### src/rtl/stepper_cmd_sequencer_pkg.sv
// ---------------------------------------------------------------------------
// stepper_pkg
//   Shared types and constants for the stepper command sequencer: the issue
//   FSM state encoding, the command word field layout, the abort command and
//   a helper that sizes the shared wait/settle timer.
// ---------------------------------------------------------------------------
package stepper_pkg;

    // Issue FSM states
    typedef enum logic [2:0] {
        IDLE,
        ISSUE,
        WAIT_START,
        WAIT_DONE,
        SETTLE
    } seq_state_t;

    // Command word layout: [22:21] mode, [20:0] target position
    localparam int MODE_MSB = 22;
    localparam int MODE_LSB = 21;
    localparam int POS_W    = 21;

    // Mode value that zeroes/disables the Stepper
    localparam logic [1:0] MODE_ZERO = 2'b11;

    // Zero/disable command with target 0, forced out on abort
    localparam logic [31:0] ABORT_CMD = 32'h0060_0000;

    // Width of one counter able to reach both the start timeout and the
    // settle period; never narrower than one bit.
    function automatic int timer_width(input int start_timeout, input int settle_cycles);
        int longest;
        longest = (start_timeout > settle_cycles) ? start_timeout : settle_cycles;
        return (longest > 1) ? $clog2(longest) : 1;
    endfunction

endpackage

### src/rtl/stepper_cmd_sequencer_if.sv
// ---------------------------------------------------------------------------
// stepper_cmd_sequencer_if
//   Bundles the two requester handshakes, the abort pulse, the Stepper side
//   (busy in, data/new_data out) and the status outputs of the sequencer.
//   Modports:
//     master : requesters / Stepper model side (drives valid, data, abort,
//              stepper_busy; observes readys, command and status)
//     slave  : the sequencer itself
//   DEPTH must match the sequencer's DEPTH so fifo_count widths line up.
// ---------------------------------------------------------------------------
interface stepper_cmd_sequencer_if #(
    parameter int DEPTH = 4
);
    localparam int COUNT_W = $clog2(DEPTH) + 1;

    logic               req0_valid;
    logic [31:0]        req0_data;
    logic               req0_ready;
    logic               req1_valid;
    logic [31:0]        req1_data;
    logic               req1_ready;
    logic               abort;
    logic               stepper_busy;
    logic [31:0]        cmd_data;
    logic               cmd_new_data;
    logic [COUNT_W-1:0] fifo_count;
    logic               idle;

    modport master (
        output req0_valid, req0_data, req1_valid, req1_data, abort, stepper_busy,
        input  req0_ready, req1_ready, cmd_data, cmd_new_data, fifo_count, idle
    );

    modport slave (
        input  req0_valid, req0_data, req1_valid, req1_data, abort, stepper_busy,
        output req0_ready, req1_ready, cmd_data, cmd_new_data, fifo_count, idle
    );

endinterface

### src/rtl/stepper_cmd_sequencer_cmd_fifo.sv
// ---------------------------------------------------------------------------
// cmd_fifo
//   Synchronous DEPTH x WIDTH command queue with occupancy count.
//   Ports:
//     clk, reset      : clock and synchronous active-high reset
//     clear           : synchronous flush (pointers and count to zero)
//     push, push_data : write one entry (caller guarantees not full)
//     pop             : drop the head entry (caller guarantees not empty)
//     head            : current head entry, valid while !empty
//     count           : occupied entries, wide enough to hold DEPTH
//     full, empty     : occupancy flags
// ---------------------------------------------------------------------------
module cmd_fifo #(
    parameter int DEPTH = 4,
    parameter int WIDTH = 32
) (
    input  logic                     clk,
    input  logic                     reset,
    input  logic                     clear,
    input  logic                     push,
    input  logic [WIDTH-1:0]         push_data,
    input  logic                     pop,
    output logic [WIDTH-1:0]         head,
    output logic [$clog2(DEPTH):0]   count,
    output logic                     full,
    output logic                     empty
);
    localparam int AW = $clog2(DEPTH);
    localparam logic [AW:0] FULL_COUNT = (AW + 1)'(DEPTH);

    logic [WIDTH-1:0] mem [DEPTH];
    logic [AW-1:0]    wr_ptr;
    logic [AW-1:0]    rd_ptr;

    // Storage array is not reset; only entries below count are ever read.
    always_ff @(posedge clk) begin
        if (push) begin
            mem[wr_ptr] <= push_data;
        end
    end

    // Pointers wrap naturally because DEPTH is a power of two; a simultaneous
    // push and pop leaves the count unchanged.
    always_ff @(posedge clk) begin
        if (reset || clear) begin
            wr_ptr <= '0;
            rd_ptr <= '0;
            count  <= '0;
        end else begin
            if (push) begin
                wr_ptr <= wr_ptr + 1'b1;
            end
            if (pop) begin
                rd_ptr <= rd_ptr + 1'b1;
            end
            case ({push, pop})
                2'b10:   count <= count + 1'b1;
                2'b01:   count <= count - 1'b1;
                default: count <= count;
            endcase
        end
    end

    assign head  = mem[rd_ptr];
    assign full  = (count == FULL_COUNT);
    assign empty = (count == '0);

endmodule

### src/rtl/stepper_cmd_sequencer.sv
// ---------------------------------------------------------------------------
// stepper_cmd_sequencer
//   Queues motion commands from two requesters (0 = CPU MMIO, 1 = aux/homing)
//   through a round-robin arbiter into a small FIFO, then issues them one at a
//   time to the Stepper, waiting for the move to start, finish and settle.
//   Ports:
//     CLK100MHZ : system clock, all logic on posedge
//     reset     : synchronous, active-high
//     bus       : slave modport carrying req0/req1 valid/data/ready, abort,
//                 stepper_busy, cmd_data, cmd_new_data, fifo_count, idle
// ---------------------------------------------------------------------------
module stepper_cmd_sequencer
    import stepper_pkg::*;
#(
    parameter int DEPTH         = 4,
    parameter int START_TIMEOUT = 16,
    parameter int SETTLE_CYCLES = 1000000
) (
    input  logic                     CLK100MHZ,
    input  logic                     reset,
    stepper_cmd_sequencer_if.slave   bus
);
    localparam int COUNT_W = $clog2(DEPTH) + 1;
    localparam int TIMER_W = timer_width(START_TIMEOUT, SETTLE_CYCLES);
    localparam logic [TIMER_W-1:0] START_LAST  = TIMER_W'(START_TIMEOUT - 1);
    localparam logic [TIMER_W-1:0] SETTLE_LAST = TIMER_W'(SETTLE_CYCLES - 1);

    seq_state_t          state;
    logic [TIMER_W-1:0]  timer;
    logic [31:0]         cmd_data;
    logic                cmd_new_data;
    logic                rr_ptr;
    logic                grant;
    logic                push;
    logic [31:0]         push_data;
    logic                pop;
    logic [31:0]         fifo_head;
    logic [COUNT_W-1:0]  fifo_count;
    logic                fifo_full;
    logic                fifo_empty;

    // Requester 1 wins when it is the only one asking, or when both ask and
    // the round-robin pointer favours it; otherwise requester 0 holds grant.
    assign grant = bus.req1_valid && (!bus.req0_valid || rr_ptr);

    // Readys are combinational so a requester learns acceptance in the same
    // cycle; abort and reset both suppress them so nothing sneaks in.
    assign bus.req0_ready = !reset && !fifo_full && !grant && !bus.abort;
    assign bus.req1_ready = !reset && !fifo_full &&  grant && !bus.abort;

    assign push      = (bus.req0_valid && bus.req0_ready) ||
                       (bus.req1_valid && bus.req1_ready);
    assign push_data = grant ? bus.req1_data : bus.req0_data;

    // The FSM only drains the queue from IDLE, and never on an abort cycle
    // since the queue is being flushed then.
    assign pop = (state == IDLE) && !fifo_empty && !bus.abort;

    // Round-robin pointer toggles after every accepted push.
    always_ff @(posedge CLK100MHZ) begin
        if (reset) begin
            rr_ptr <= 1'b0;
        end else if (push) begin
            rr_ptr <= ~rr_ptr;
        end
    end

    cmd_fifo #(
        .DEPTH (DEPTH),
        .WIDTH (32)
    ) u_cmd_fifo (
        .clk       (CLK100MHZ),
        .reset     (reset),
        .clear     (bus.abort),
        .push      (push),
        .push_data (push_data),
        .pop       (pop),
        .head      (fifo_head),
        .count     (fifo_count),
        .full      (fifo_full),
        .empty     (fifo_empty)
    );

    // Issue FSM. cmd_data is loaded one cycle before the new_data pulse so
    // the Stepper's negedge capture sees a stable word. One timer serves both
    // the start timeout and the settle period since they never overlap.
    // Abort outranks everything except reset and always re-enters ISSUE.
    always_ff @(posedge CLK100MHZ) begin
        if (reset) begin
            state        <= IDLE;
            timer        <= '0;
            cmd_data     <= '0;
            cmd_new_data <= 1'b0;
        end else if (bus.abort) begin
            state        <= ISSUE;
            timer        <= '0;
            cmd_data     <= ABORT_CMD;
            cmd_new_data <= 1'b0;
        end else begin
            cmd_new_data <= 1'b0;
            unique case (state)
                IDLE: begin
                    if (!fifo_empty) begin
                        cmd_data <= fifo_head;
                        state    <= ISSUE;
                    end
                end
                ISSUE: begin
                    cmd_new_data <= 1'b1;
                    timer        <= '0;
                    state        <= WAIT_START;
                end
                WAIT_START: begin
                    if (bus.stepper_busy) begin
                        state <= WAIT_DONE;
                    end else if (timer == START_LAST) begin
                        timer <= '0;
                        state <= SETTLE;
                    end else begin
                        timer <= timer + 1'b1;
                    end
                end
                WAIT_DONE: begin
                    if (!bus.stepper_busy) begin
                        timer <= '0;
                        state <= SETTLE;
                    end
                end
                SETTLE: begin
                    if (timer == SETTLE_LAST) begin
                        state <= IDLE;
                    end else begin
                        timer <= timer + 1'b1;
                    end
                end
                default: begin
                    state <= IDLE;
                end
            endcase
        end
    end

    assign bus.cmd_data     = cmd_data;
    assign bus.cmd_new_data = cmd_new_data;
    assign bus.fifo_count   = fifo_count;
    assign bus.idle         = fifo_empty && (state == IDLE);

endmodule

### src/flat_wrapper.sv
// flat-port wrapper written by rule: the top's interface ports become plain ports
module stepper_cmd_sequencer_flat import stepper_pkg::*;
#(
    parameter int DEPTH         = 4,
    parameter int START_TIMEOUT = 16,
    parameter int SETTLE_CYCLES = 1000000
)
  (CLK100MHZ, reset, bus_req0_valid, bus_req0_data, bus_req1_valid, bus_req1_data, bus_abort, bus_stepper_busy, bus_req0_ready, bus_req1_ready, bus_cmd_data, bus_cmd_new_data, bus_fifo_count, bus_idle);
  stepper_cmd_sequencer_if #(.DEPTH(DEPTH)) bus_i ();
  input  logic CLK100MHZ;
  input  logic reset;
  input wire logic [$bits(bus_i.req0_valid)-1:0] bus_req0_valid;
  input wire logic [$bits(bus_i.req0_data)-1:0] bus_req0_data;
  input wire logic [$bits(bus_i.req1_valid)-1:0] bus_req1_valid;
  input wire logic [$bits(bus_i.req1_data)-1:0] bus_req1_data;
  input wire logic [$bits(bus_i.abort)-1:0] bus_abort;
  input wire logic [$bits(bus_i.stepper_busy)-1:0] bus_stepper_busy;
  output wire logic [$bits(bus_i.req0_ready)-1:0] bus_req0_ready;
  output wire logic [$bits(bus_i.req1_ready)-1:0] bus_req1_ready;
  output wire logic [$bits(bus_i.cmd_data)-1:0] bus_cmd_data;
  output wire logic [$bits(bus_i.cmd_new_data)-1:0] bus_cmd_new_data;
  output wire logic [$bits(bus_i.fifo_count)-1:0] bus_fifo_count;
  output wire logic [$bits(bus_i.idle)-1:0] bus_idle;
  assign bus_i.req0_valid = bus_req0_valid;
  assign bus_i.req0_data = bus_req0_data;
  assign bus_i.req1_valid = bus_req1_valid;
  assign bus_i.req1_data = bus_req1_data;
  assign bus_i.abort = bus_abort;
  assign bus_i.stepper_busy = bus_stepper_busy;
  assign bus_req0_ready = bus_i.req0_ready;
  assign bus_req1_ready = bus_i.req1_ready;
  assign bus_cmd_data = bus_i.cmd_data;
  assign bus_cmd_new_data = bus_i.cmd_new_data;
  assign bus_fifo_count = bus_i.fifo_count;
  assign bus_idle = bus_i.idle;
  stepper_cmd_sequencer #(.DEPTH(DEPTH), .START_TIMEOUT(START_TIMEOUT), .SETTLE_CYCLES(SETTLE_CYCLES)) u_core (.CLK100MHZ(CLK100MHZ), .reset(reset), .bus(bus_i));
endmodule
### config.mk
export PLATFORM = sky130hd
export DESIGN_NAME = stepper_cmd_sequencer_flat
export DESIGN_NICKNAME = d
export VERILOG_FILES = /design/src/rtl/stepper_cmd_sequencer_pkg.sv /design/src/rtl/stepper_cmd_sequencer_if.sv /design/src/rtl/stepper_cmd_sequencer_cmd_fifo.sv /design/src/rtl/stepper_cmd_sequencer.sv /design/src/flat_wrapper.sv
export SDC_FILE = /design/constraint.sdc
export NUM_CORES = 1
export LEC_CHECK = 0
export CAP_MARGIN = 15
export CORE_MARGIN = 2
export CORE_UTILIZATION = 49
export CTS_CLUSTER_DIAMETER = 150
export CTS_CLUSTER_SIZE = 24
export DETAILED_ROUTE_END_ITERATION = 10
export PLACE_DENSITY = 0.8
export SKIP_LAST_GASP = 1
export SLEW_MARGIN = 15
export SYNTH_ARGS = -nofsm -noshare
export SYNTH_HDL_FRONTEND = slang
export SYNTH_SLANG_ARGS = --single-unit
export TNS_END_PERCENT = 1
### constraint.sdc
create_clock -name CLK100MHZ -period 2.6 [get_ports CLK100MHZ]
set_clock_uncertainty 0.05 [all_clocks]
set_input_delay 0.52 -clock CLK100MHZ [delete_from_list [all_inputs] [get_ports CLK100MHZ]]
set_output_delay 0.52 -clock CLK100MHZ [all_outputs]
set_load 0.05 [all_outputs]
After elaboration in Yosys (flattened, before gate mapping)

Memories as Yosys holds them, arrays and structs flattened. A register that Yosys moved wholly into a read port is not among the register bits.
Index checks and enable logic that the tools add are counted.

$add $sub $neg: 5
Equal/unequal tests: 20
Multiplexer cells: 22
Bitwise logic cells: 2
Reductions and logical operators: 31

Operators with widths:

| operator                                              | count |
|---|---|
| two-way mux 20 bit                                    | 4 |
| case mux 20 bit (4 select lines)                      | 1 |
| two-way mux 23 bit                                    | 3 |
| two-way mux 32 bit                                    | 1 |
| adder 20 x 1 -> 20 bit (second input constant)        | 1 |
| equality test 20 bit (second input constant)          | 1 |
| equality test 20 x 4 -> 1 bit (second input constant) | 1 |
| two-way mux 3 bit                                     | 5 |
| case mux 3 bit (5 select lines)                       | 1 |
| AND reduction 4 bit                                   | 3 |
| logical AND 1 bit                                     | 11 |
| != test 2 bit (second input constant)                 | 5 |
| equality test 3 x 2 -> 1 bit (second input constant)  | 2 |
| equality test 3 bit (second input constant)           | 2 |
| logical NOT 1 bit                                     | 6 |
| logical NOT 3 bit                                     | 2 |
| != test 3 x 2 -> 1 bit (second input constant)        | 2 |
| != test 3 bit (second input constant)                 | 2 |
| case mux 3 bit (2 select lines)                       | 1 |
| adder 2 x 1 -> 2 bit (second input constant)          | 2 |
| two-way mux 1 bit                                     | 4 |
| two-way mux 2 bit                                     | 2 |
| != test 4 x 3 -> 1 bit (second input constant)        | 1 |
| AND reduction 2 bit                                   | 2 |
| other kinds (11)                                      | 15 |

Flip-flop bits (word level): 64
Memory bits (writable): 128
Logic and storage cells: 91
Memories: 1

Memories:

| memory                | words | bits a word | rd ports | clocked after memory_dff | write ports | RTL line                             | source |
|---|---|---|---|---|---|---|---|
| u_core.u_cmd_fifo.mem | 4     | 32          | 1        | 1                        | 1           | stepper_cmd_sequencer_cmd_fifo.sv:31 | `logic [WIDTH-1:0] mem [DEPTH];` |

Depth between registers and ports, before layout

Gate-level depths: netlist (run 1).

Depth after elaboration: 10
Depth in mapped cells: 10
Gate-level depth less buffers: 9

Modules after synthesis

Synthesis (run 1) repeated with hierarchy kept, for this count alone.

Cell total of the unflattened synthesis: 563
Area total of the unflattened synthesis: 8092.8 um2

By module, submodules not included:

| module                | instances | cells each | area each (um2) | sequential area each (um2) |
|---|---|---|---|---|
| cmd_fifo              | 1         | 215        | 5098.6          | 4023.9 |
| stepper_cmd_sequencer | 1         | 348        | 2994.1          | 1141.1 |

Worst setup path after synthesis (run 1)

OpenSTA, ideal clock, no wires.

Path kind: reg-to-output
Start point: reg u_core.u_cmd_fifo.count[0]
End point: out bus_idle
Arrival time: 2502 ps
Slack: -472 ps
Cell stages (with the launch flop): 3
Cell sequence: dfxtp_1 > or3_1 > nor4_1

Longest elaborated chain between the ends: 2

Ends and longest elaborated chain:

| what                     | RTL line                             | source |
|---|---|---|
| start: declaration       | stepper_cmd_sequencer_cmd_fifo.sv:24 | `output logic [$clog2(DEPTH):0] count,` |
| start signal: assignment | stepper_cmd_sequencer_cmd_fifo.sv:57 | `2'b10: count <= count + 1'b1;` |
| start signal: assignment | stepper_cmd_sequencer_cmd_fifo.sv:58 | `2'b01: count <= count - 1'b1;` |
| start signal: assignment | stepper_cmd_sequencer_cmd_fifo.sv:59 | `default: count <= count;` |
| logical NOT 3 bit        | stepper_cmd_sequencer_cmd_fifo.sv:66 | `assign empty = (count == '0);` |
| logical AND 1 bit        | stepper_cmd_sequencer.sv:146         | `assign bus.idle = fifo_empty && (state == IDLE);` |
| end: declaration         | flat_wrapper.sv:23                   | `output wire logic [$bits(bus_i.idle)-1:0] bus_idle;` |

Every way passes these cells.

Worst setup path in the final report (run 1)

Start point: in bus_req0_valid
End point: out bus_req0_ready

Longest elaborated chain between the ends: 6

Ends and longest elaborated chain:

| what                           | RTL line                    | source |
|---|---|---|
| start: declaration             | flat_wrapper.sv:12          | `input wire logic [$bits(bus_i.req0_valid)-1:0] bus_req0_valid;` |
| logical NOT 1 bit              | stepper_cmd_sequencer.sv:44 | `assign grant = bus.req1_valid && (!bus.req0_valid \|\| rr_ptr);` |
| logical OR 1 bit               | stepper_cmd_sequencer.sv:44 |  |
| logical AND 1 bit              | stepper_cmd_sequencer.sv:44 |  |
| logical NOT 1 bit              | stepper_cmd_sequencer.sv:48 | `assign bus.req0_ready = !reset && !fifo_full && !grant && !bus.abort;` |
| logical AND 1 bit (2 in a row) | stepper_cmd_sequencer.sv:48 |  |
| end: declaration               | flat_wrapper.sv:18          | `output wire logic [$bits(bus_i.req0_ready)-1:0] bus_req0_ready;` |

Every way passes these cells.

==> impl_table.tex, run 1 <==
\begin{tabular}{lr}
\hline
Metric & Value \\
\hline
\multicolumn{2}{l}{\textbf{Global route}} \\
\quad Total global routing track utilization & 0.211 \\
\quad Grt met2 use & 0.350 \\
\quad First-pass GRT wire length & 26.6 mm \\
\quad Number of antenna violations at the first check in global routing & 0 \\
\quad Pin count of the biggest net entering global routing & 43 \\
\quad Grt met3 use & 0.0505 \\
\quad GR met1 Demand/Resource & 0.270 \\
\quad Residual overflow from global routing & 0 \\
\quad Number of global-route vias before repair & $\sim$5,100 \\
\quad Layer with the highest usage after global routing & met2 \\
\multicolumn{2}{l}{\textbf{Synth}} \\
\quad FF+latch count, synth & around 190 \\
\quad FFs w/ async S/R, synth & 0 \\
\quad Post-Synthesis Net Count & 620 \\
\quad Biggest area contributors in the synthesized netlist & sky130\_fd\_sc\_hd\_\_edfxtp\_1, sky130\_fd\_sc\_hd\_\_dfxtp\_1, sky130\_fd\_sc\_hd\_\_mux4\_2 \\
\quad XOR/XNOR Fraction of Synth Area & 0.0254 \\
\quad Post-Syn Instances & 543 \\
\quad Post-synthesis mux area share & 0.141 \\
\quad Seq/Total Area, Yosys & 0.654 \\
\quad Post-synth top area cell & sky130\_fd\_sc\_hd\_\_edfxtp\_1 \\
\quad Avg Inst Size Synth & 14.5 um\^{}2 \\
\quad Yosys warns & 0 \\
\quad Number of different library cells in the post-synthesis netlist & 55 \\
\quad Share of the synthesized area in compound gates (AO/OA/AOI/OAI) & 0.0487 \\
\quad Area fraction of the dominant cell type after synthesis & 0.487 \\
\quad Adder-cell area share of the yosys netlist & 0.0120 \\
\quad Flip-flop cell with the highest count after synthesis & sky130\_fd\_sc\_hd\_\_edfxtp\_1 \\
\quad Area share of and/or/nand/nor cells after synthesis & 0.0978 \\
\quad Combinational family with the most area after synthesis & multiplexers \\
\quad Number of enable-type register cells in the synthesized netlist & roughly 130 \\
\quad Area of the mapped netlist & 0.00789 mm\^{}2 \\
\multicolumn{2}{l}{\textbf{Pwr}} \\
\quad Power per Cell Area & 645 mW/mm\^{}2 \\
\quad Maximum resistive drop on vdd & 0.525 mV \\
\quad Pleak & 0.00324 uW \\
\multicolumn{2}{l}{\textbf{Layout}} \\
\quad Growth of design area from synthesis to finish & 27.2\% \\
\quad \# nets final & roughly 750 \\
\quad Count of antenna diodes in the layout & 0 \\
\quad Utilization after layout & 0.634 \\
\quad Ratio of cells with drive above 1 in the final layout & 0.230 \\
\multicolumn{2}{l}{\textbf{Drt}} \\
\quad Number of nets with antenna violations after detailed routing & 0 \\
\quad Wirelength, routed & 16.8 mm \\
\quad Initial drt markers & 315 \\
\quad Vias per cell & around 5.4 \\
\quad WL per Instance & 18.7 um \\
\quad DR DRC count & 0 \\
\quad Detailed Routing Iterations Pass 1 & 4 \\
\quad Overall via count from detail\_route & 4,899 \\
\multicolumn{2}{l}{\textbf{Clock network}} \\
\quad Clk sink count & 194 \\
\quad H-tree depth & 4 \\
\quad Longest Clk Path Bufs & 2 \\
\quad Clock buffer count from CTS & 17 \\
\quad Clock slew seen by the registers of the worst setup and hold paths & approximately 70 ps \\
\quad Root buf cell & sky130\_fd\_sc\_hd\_\_clkbuf\_16 \\
\quad TritonCTS clock tree & built \\
\quad Clock latency of the later-clocked register in the worst-skew pair & between 400 and 500 ps \\
\multicolumn{2}{l}{\textbf{Timing}} \\
\quad Final Slew Violations & 0 \\
\quad Transition time at the pin with the least slew margin & 912 ps \\
\quad Final setup violation count & 0 \\
\quad Accumulated negative setup slack & 0 ps \\
\quad Number of hold-slack violations in the final timing report & 0 \\
\quad Fmax achieved & 391 MHz \\
\quad Post-layout min period & 2560 ps \\
\quad Worst-case headroom to the max-slew limit & 0.392 \\
\quad Final period util & 0.984 \\
\quad Setup repair after global routing missed its margin & false \\
\multicolumn{2}{l}{\textbf{Floorplan}} \\
\quad Initial Util & 0.499 \\
\quad X dimension of the die & 131 um \\
\quad Die area & 0.0171 mm\^{}2 \\
\quad IO Count & 109 \\
\quad Floorplan core area & 0.0158 mm\^{}2 \\
\quad Die H & around 130 um \\
\quad Site row count & 46 \\
\multicolumn{2}{l}{\textbf{Job}} \\
\quad Total of max-cap violations & 0 \\
\multicolumn{2}{l}{\textbf{Critical path}} \\
\quad Data arrival, critical path & 1990 ps \\
\quad Crit end category & output pin \\
\quad Maximum fanout count along the critical path & 8 \\
\quad Category of the worst setup path launch point & input port \\
\quad Startpoint-to-endpoint class of the critical path & in2out \\
\quad Required arrival time at the worst endpoint & a little over 2000 ps \\
\multicolumn{2}{l}{\textbf{Placed design}} \\
\quad Placer congestion estimate & 0.823 \\
\quad Number of buffer cells added on primary ports & 108 \\
\quad Placed wire-length estimate after detailed placement & 10.8 mm \\
\multicolumn{2}{l}{\textbf{Run status}} \\
\quad Outcome & finished clean \\
\multicolumn{2}{l}{\textbf{Hold path}} \\
\quad Worst hold path class & reg2reg \\
\hline
\end{tabular}
[worst paths after layout]
kind	from	end	slack, ps	depth (start not counted)
setup / recovery	bus_req0_valid	bus_req0_ready	40	5
hold / removal	u_core.bus.cmd_data[30]	u_core.bus.cmd_data[30]	410	2
setup reg to reg	u_core.u_cmd_fifo.count[0]	u_core.u_cmd_fifo.count[2]	240	8
hold reg to reg	u_core.bus.cmd_data[30]	u_core.bus.cmd_data[30]	410	2
[Yosys cell counts (2+ instances only)]
cell                       number
sky130_fd_sc_hd__edfxtp_1     128
sky130_fd_sc_hd__nand2_1       72
sky130_fd_sc_hd__dfxtp_1       66
sky130_fd_sc_hd__a21oi_1       37
sky130_fd_sc_hd__mux2_2        32
sky130_fd_sc_hd__mux4_2        32
sky130_fd_sc_hd__nor2_1        26
sky130_fd_sc_hd__xnor2_1       16
sky130_fd_sc_hd__buf_2         15
sky130_fd_sc_hd__and2_1         9
sky130_fd_sc_hd__clkbuf_1       8
sky130_fd_sc_hd__inv_1          8
sky130_fd_sc_hd__nand3_1        7
sky130_fd_sc_hd__nor2_2         7
sky130_fd_sc_hd__ha_1           6
sky130_fd_sc_hd__nor3_1         6
sky130_fd_sc_hd__nor4_1         6
sky130_fd_sc_hd__xor2_1         5
sky130_fd_sc_hd__and3_1         4
sky130_fd_sc_hd__nand4_1        4
sky130_fd_sc_hd__a31oi_1        3
sky130_fd_sc_hd__and4_1         3
sky130_fd_sc_hd__mux2i_1        3
sky130_fd_sc_hd__nand3b_1       3
sky130_fd_sc_hd__o21ai_1        3
sky130_fd_sc_hd__or3_1          3
sky130_fd_sc_hd__a21bo_1        2
sky130_fd_sc_hd__o21ai_2        2
[cells in the final DEF, fill, tap and decap left out, types with 4 or more instances in the layout]
master	count
sky130_fd_sc_hd__nor2_1	26
sky130_fd_sc_hd__ha_1	6
sky130_fd_sc_hd__xnor2_1	16
sky130_fd_sc_hd__and3_1	4
sky130_fd_sc_hd__inv_6	5
sky130_fd_sc_hd__clkinv_8	4
sky130_fd_sc_hd__inv_1	8
sky130_fd_sc_hd__nand2_1	72
sky130_fd_sc_hd__nand4_1	4
sky130_fd_sc_hd__mux4_2	32
sky130_fd_sc_hd__nor3_1	6
sky130_fd_sc_hd__clkdlybuf4s50_1	105
sky130_fd_sc_hd__clkbuf_16	17
sky130_fd_sc_hd__and2_2	5
sky130_fd_sc_hd__and2_1	5
sky130_fd_sc_hd__a21oi_1	36
sky130_fd_sc_hd__buf_4	22
sky130_fd_sc_hd__nand3_1	7
sky130_fd_sc_hd__dfxtp_1	64
sky130_fd_sc_hd__mux2_2	32
sky130_fd_sc_hd__nor4_1	5
sky130_fd_sc_hd__buf_12	8
sky130_fd_sc_hd__edfxtp_1	128
sky130_fd_sc_hd__nor2_2	7
sky130_fd_sc_hd__xor2_1	5
[critical path, stage by stage]
cell and delay [ps]:
sky130_fd_sc_hd__clkdlybuf4s50_1 530, sky130_fd_sc_hd__inv_1 90, sky130_fd_sc_hd__o21ai_4 430, sky130_fd_sc_hd__and2_1 260, sky130_fd_sc_hd__buf_12 150
[final cells by class]
class / instances / area [um^2]
clock inverters: 14 / 173
repair buffers: 135 / 1380
multi-input cells: 315 / 2590
inverters: 8 / 30.0
clock buffers: 18 / 429
flip-flops and latches: 194 / 5170
fillers: 1114 / 5790
well taps: 216 / 270
[stage by stage]
stage                     hold WS [ps]  worst slack (ps)  cell area, um^2  power [uW]  instances
after floorplan                    410             -9.31             7900        3690        543
final                              407              40.5            10000        6480        900
after global placement             395              -337             9420        3900        867
after detailed placement           400              -387             9420        3920        867
after global routing               429              16.6            10000        6660        900
after CTS                          410              45.8            10000        6510        899
[where the power goes]
part           total [uW]  switching (uW)  internal, uW  leakage (uW)
Sequential           3380            22.4          3350       0.00169
Clock                2620            1250          1370      0.000288
Combinational         479             241           238       0.00126
[logic make-up after synthesis]
kind of cell	Yosys count
and+or+nand+nor	159
DFF	194
xor gates and xnor gates	22
muxes	67
adders and majority gates	7
buffers and inverters	34
AOI/OAI and AO/OA	60
[flip-flops by register name (all words and copies together) (netlist names), named ones only]
register / cells
u_core.u_cmd_fifo.mem: 128
u_core.bus.cmd_data: 32
u_core.timer: 20
u_core.state: 3
u_core.u_cmd_fifo.count: 3
u_core.u_cmd_fifo.rd_ptr: 2
u_core.u_cmd_fifo.wr_ptr: 2
u_core.bus.cmd_new_data: 1
u_core.rr_ptr: 1
[per-layer routing]
layer  vias up  share of wire
met5         -              0
met4         0          0.021
met3        30          0.059
met2       157           0.50
met1      2443           0.42
li1       2269              -
[timing repair]
item / CTS / global route
resized for setup: 1 / 2
endpoints found under the setup margin: 1 / 3
setup buffers: 0 / 1
hold buffers: 0 / 0
pin swaps: 0 / 0
No activity file was read; power rests on OpenSTA's default activity.
==> run 2, diff against run 1 <==
Settings changed: CORE_UTILIZATION 49 to 34, PLACE_DENSITY 0.8 to 0.61.
==> impl_table.tex, run 2 (synthesis gave the netlist of run 1 again) <==
\begin{tabular}{lr}
\hline
Metric & Value \\
\hline
\multicolumn{2}{l}{\textbf{Layout}} \\
\quad \# nets final & approximately 750 \\
\quad Growth of design area from synthesis to finish & 29.5\% \\
\quad Ratio of cells with drive above 1 in the final layout & 0.233 \\
\quad Count of antenna diodes in the layout & 0 \\
\quad Max FFs per register & 128 \\
\quad Leading cell types in the layout, fill and taps excluded & sky130\_fd\_sc\_hd\_\_edfxtp\_1, sky130\_fd\_sc\_hd\_\_clkdlybuf4s50\_1, sky130\_fd\_sc\_hd\_\_nand2\_1, sky130\_fd\_sc\_hd\_\_dfxtp\_1, sky130\_fd\_sc\_hd\_\_a21oi\_1 \\
\quad Most frequent standard cell in the layout excluding fill and tap cells & sky130\_fd\_sc\_hd\_\_edfxtp\_1 \\
\quad Register containing the most flip-flops in the final layout & u\_core.u\_cmd\_fifo.mem \\
\quad Largest registers in the final layout & u\_core.u\_cmd\_fifo.mem: 128 flops, u\_core.bus.cmd\_data: 32 flops, u\_core.timer: 20 flops \\
\multicolumn{2}{l}{\textbf{Drt}} \\
\quad Initial drt markers & 259 \\
\quad Detailed Routing Iterations Pass 1 & 7 \\
\quad Number of nets with antenna violations after detailed routing & 0 \\
\quad Vias per cell & slightly below 5 \\
\quad Wirelength, routed & 16.3 mm \\
\quad DR DRC count & 0 \\
\quad Overall via count from detail\_route & between 4,000 and 5,000 \\
\quad WL per Instance & $\sim$17 um \\
\multicolumn{2}{l}{\textbf{Clock network}} \\
\quad Clock slew seen by the registers of the worst setup and hold paths & 70 ps \\
\quad H-tree depth & 4 \\
\quad CTS Hold Bufs & 0 \\
\quad Clk sink count & approximately 190 \\
\quad Clock buffer count from CTS & 17 \\
\quad Root buf cell & sky130\_fd\_sc\_hd\_\_clkbuf\_16 \\
\quad Longest Clk Path Bufs & 2 \\
\quad TritonCTS clock tree & built \\
\quad Clock latency of the later-clocked register in the worst-skew pair & between 400 and 500 ps \\
\multicolumn{2}{l}{\textbf{Critical path}} \\
\quad Required arrival time at the worst endpoint & a little under 3000 ps \\
\quad Category of the worst setup path launch point & input port \\
\quad Startpoint-to-endpoint class of the critical path & in2reg \\
\quad Cell chain of the critical path & clkdlybuf4s50\_1 -> or2\_4 -> a21oi\_4 -> o21a\_1 -> inv\_1 -> ha\_1 -> fa\_1 -> xnor2\_1 -> or3\_1 -> a21oi\_1 \\
\quad CP max stage cell & sky130\_fd\_sc\_hd\_\_clkdlybuf4s50\_1 \\
\quad Startpoint of the most critical register-to-register path & u\_core.u\_cmd\_fifo.count[0] \\
\quad Combined buffer and inverter count along the critical path & 2 \\
\quad Setup crit start & bus\_abort \\
\quad Data arrival, critical path & roughly 2800 ps \\
\quad Crit end category & flop \\
\quad Gate family responsible for the most delay along the worst path & simple AND/OR/NAND/NOR gates \\
\quad Maximum fanout count along the critical path & 2 \\
\quad Slowest stage delay, CP & 430 ps \\
\multicolumn{2}{l}{\textbf{Timing}} \\
\quad Accumulated negative setup slack & 0 ps \\
\quad Fmax achieved & 402 MHz \\
\quad Number of hold-slack violations in the final timing report & 0 \\
\quad Final period util & 0.957 \\
\quad Final Slew Violations & 0 \\
\quad Final setup violation count & 0 \\
\quad Setup repair after global routing missed its margin & false \\
\quad Worst-case headroom to the max-slew limit & 0.406 \\
\quad Transition time at the pin with the least slew margin & 891 ps \\
\quad Post-layout min period & 2490 ps \\
\quad WHS & 403 ps \\
\multicolumn{2}{l}{\textbf{Floorplan}} \\
\quad IO Count & roughly 110 \\
\quad Die area & 0.0244 mm\^{}2 \\
\quad Die H & 156 um \\
\quad Site row count & 55 \\
\quad X dimension of the die & approximately 160 um \\
\quad Floorplan core area & 0.0227 mm\^{}2 \\
\quad Initial Util & 0.348 \\
\multicolumn{2}{l}{\textbf{Global route}} \\
\quad Number of antenna violations at the first check in global routing & 0 \\
\quad Residual overflow from global routing & 0 \\
\quad Pin count of the biggest net entering global routing & 43 \\
\quad First-pass GRT wire length & about 26 mm \\
\quad Total global routing track utilization & 0.139 \\
\quad Number of global-route vias before repair & 4,884 \\
\multicolumn{2}{l}{\textbf{Placed design}} \\
\quad Placer congestion estimate & 0.774 \\
\quad Number of buffer cells added on primary ports & between 100 and 150 \\
\quad Placed wire-length estimate after detailed placement & between 10 and 15 mm \\
\multicolumn{2}{l}{\textbf{Pwr}} \\
\quad Internal portion of total power & 4980 uW \\
\quad Switching Fraction & 0.230 \\
\quad Net switching power figure & 1490 uW \\
\quad Clock power frac & 0.405 \\
\quad Maximum resistive drop on vdd & 0.302 mV \\
\quad Pleak & 0.00328 uW \\
\quad Sequential cell fraction of total power & 0.521 \\
\quad Power per Cell Area & about 630 mW/mm\^{}2 \\
\quad Combinational fraction of design power & 0.074 \\
\multicolumn{2}{l}{\textbf{Run status}} \\
\quad Outcome & finished clean \\
\multicolumn{2}{l}{\textbf{Hold path}} \\
\quad Startpoint of the most critical hold path & u\_core.bus.cmd\_data[11] \\
\quad Worst hold path class & reg2reg \\
\multicolumn{2}{l}{\textbf{Job}} \\
\quad Total of max-cap violations & 0 \\
\hline
\end{tabular}
run 2: per-stage QoR:
| step | util | cell area [um^2] | setup WS, ps | power (uW) | instances |
|---|---|---|---|---|---|
| CTS | 0.449 | 10200 | 28.5 | 6540 | 971 |
| finish | 0.450 | 10200 | 112 | 6470 | 972 |
| global route | 0.450 | 10200 | 31.0 | 6710 | 972 |
| detailed placement | 0.422 | 9580 | -466 | 3920 | 939 |
| global placement | 0.422 | 9580 | -376 | 3910 | 939 |
| floorplan | - | 7900 | -9.31 | 3690 | 543 |
run 2: worst paths after layout:
kind                                end  slack, ps  cells after the start
min             u_core.bus.cmd_data[11]        400                      2
max reg2reg  u_core.u_cmd_fifo.count[2]        200                      8
min reg2reg     u_core.bus.cmd_data[11]        400                      2
max          u_core.u_cmd_fifo.count[2]        110                     10
run 2: repair_timing:
| action | CTS | global route |
|---|---|---|
| resized for setup | 1 | 2 |
| buffers inserted | 0 | 1 |
| setup endpoints to repair | 2 | 2 |
run 2: area by class of cell:
cell class,instances,area (um^2)
multi-input combinational,315,2600
tap,285,357
clock buffer,17,425
timing repair buffer,138,1450
fill,1976,12500
inverter,8,30.0
clock inverter,15,191
sequential,194,5170
run 2: layer usage:
| layer | share of wire | vias to the layer above | wire [um] | GRT usage |
|---|---|---|---|---|
| li1 | - | 2283 | - | - |
| met3 | 0.042 | 11 | 688 | 0.0321 |
| met4 | 0.0069 | 0 | 112 | 0.0301 |
| met5 | 0 | - | 0 | 0 |
| met2 | 0.52 | 99 | 8430 | 0.244 |
| met1 | 0.43 | 2401 | 7050 | 0.175 |
run 2: power by group through the flow:
stage	combinational (uW)	sequential, uW	clock [uW]
after floorplan	218	3470	0
after global placement	468	3440	0
after detailed placement	480	3450	0
after CTS	483	3370	2690
after global routing	518	3380	2820
final	479	3370	2620
run 2: worst register-to-register path, stage by stage, from the launching register on:
cell and delay [ps]:
sky130_fd_sc_hd__dfxtp_1 380, sky130_fd_sc_hd__or3_1 450, sky130_fd_sc_hd__nand3b_1 160, sky130_fd_sc_hd__nor2_1 80, sky130_fd_sc_hd__ha_1 220, sky130_fd_sc_hd__fa_1 380
sky130_fd_sc_hd__xnor2_1 160, sky130_fd_sc_hd__or3_1 330, sky130_fd_sc_hd__a21oi_1 140
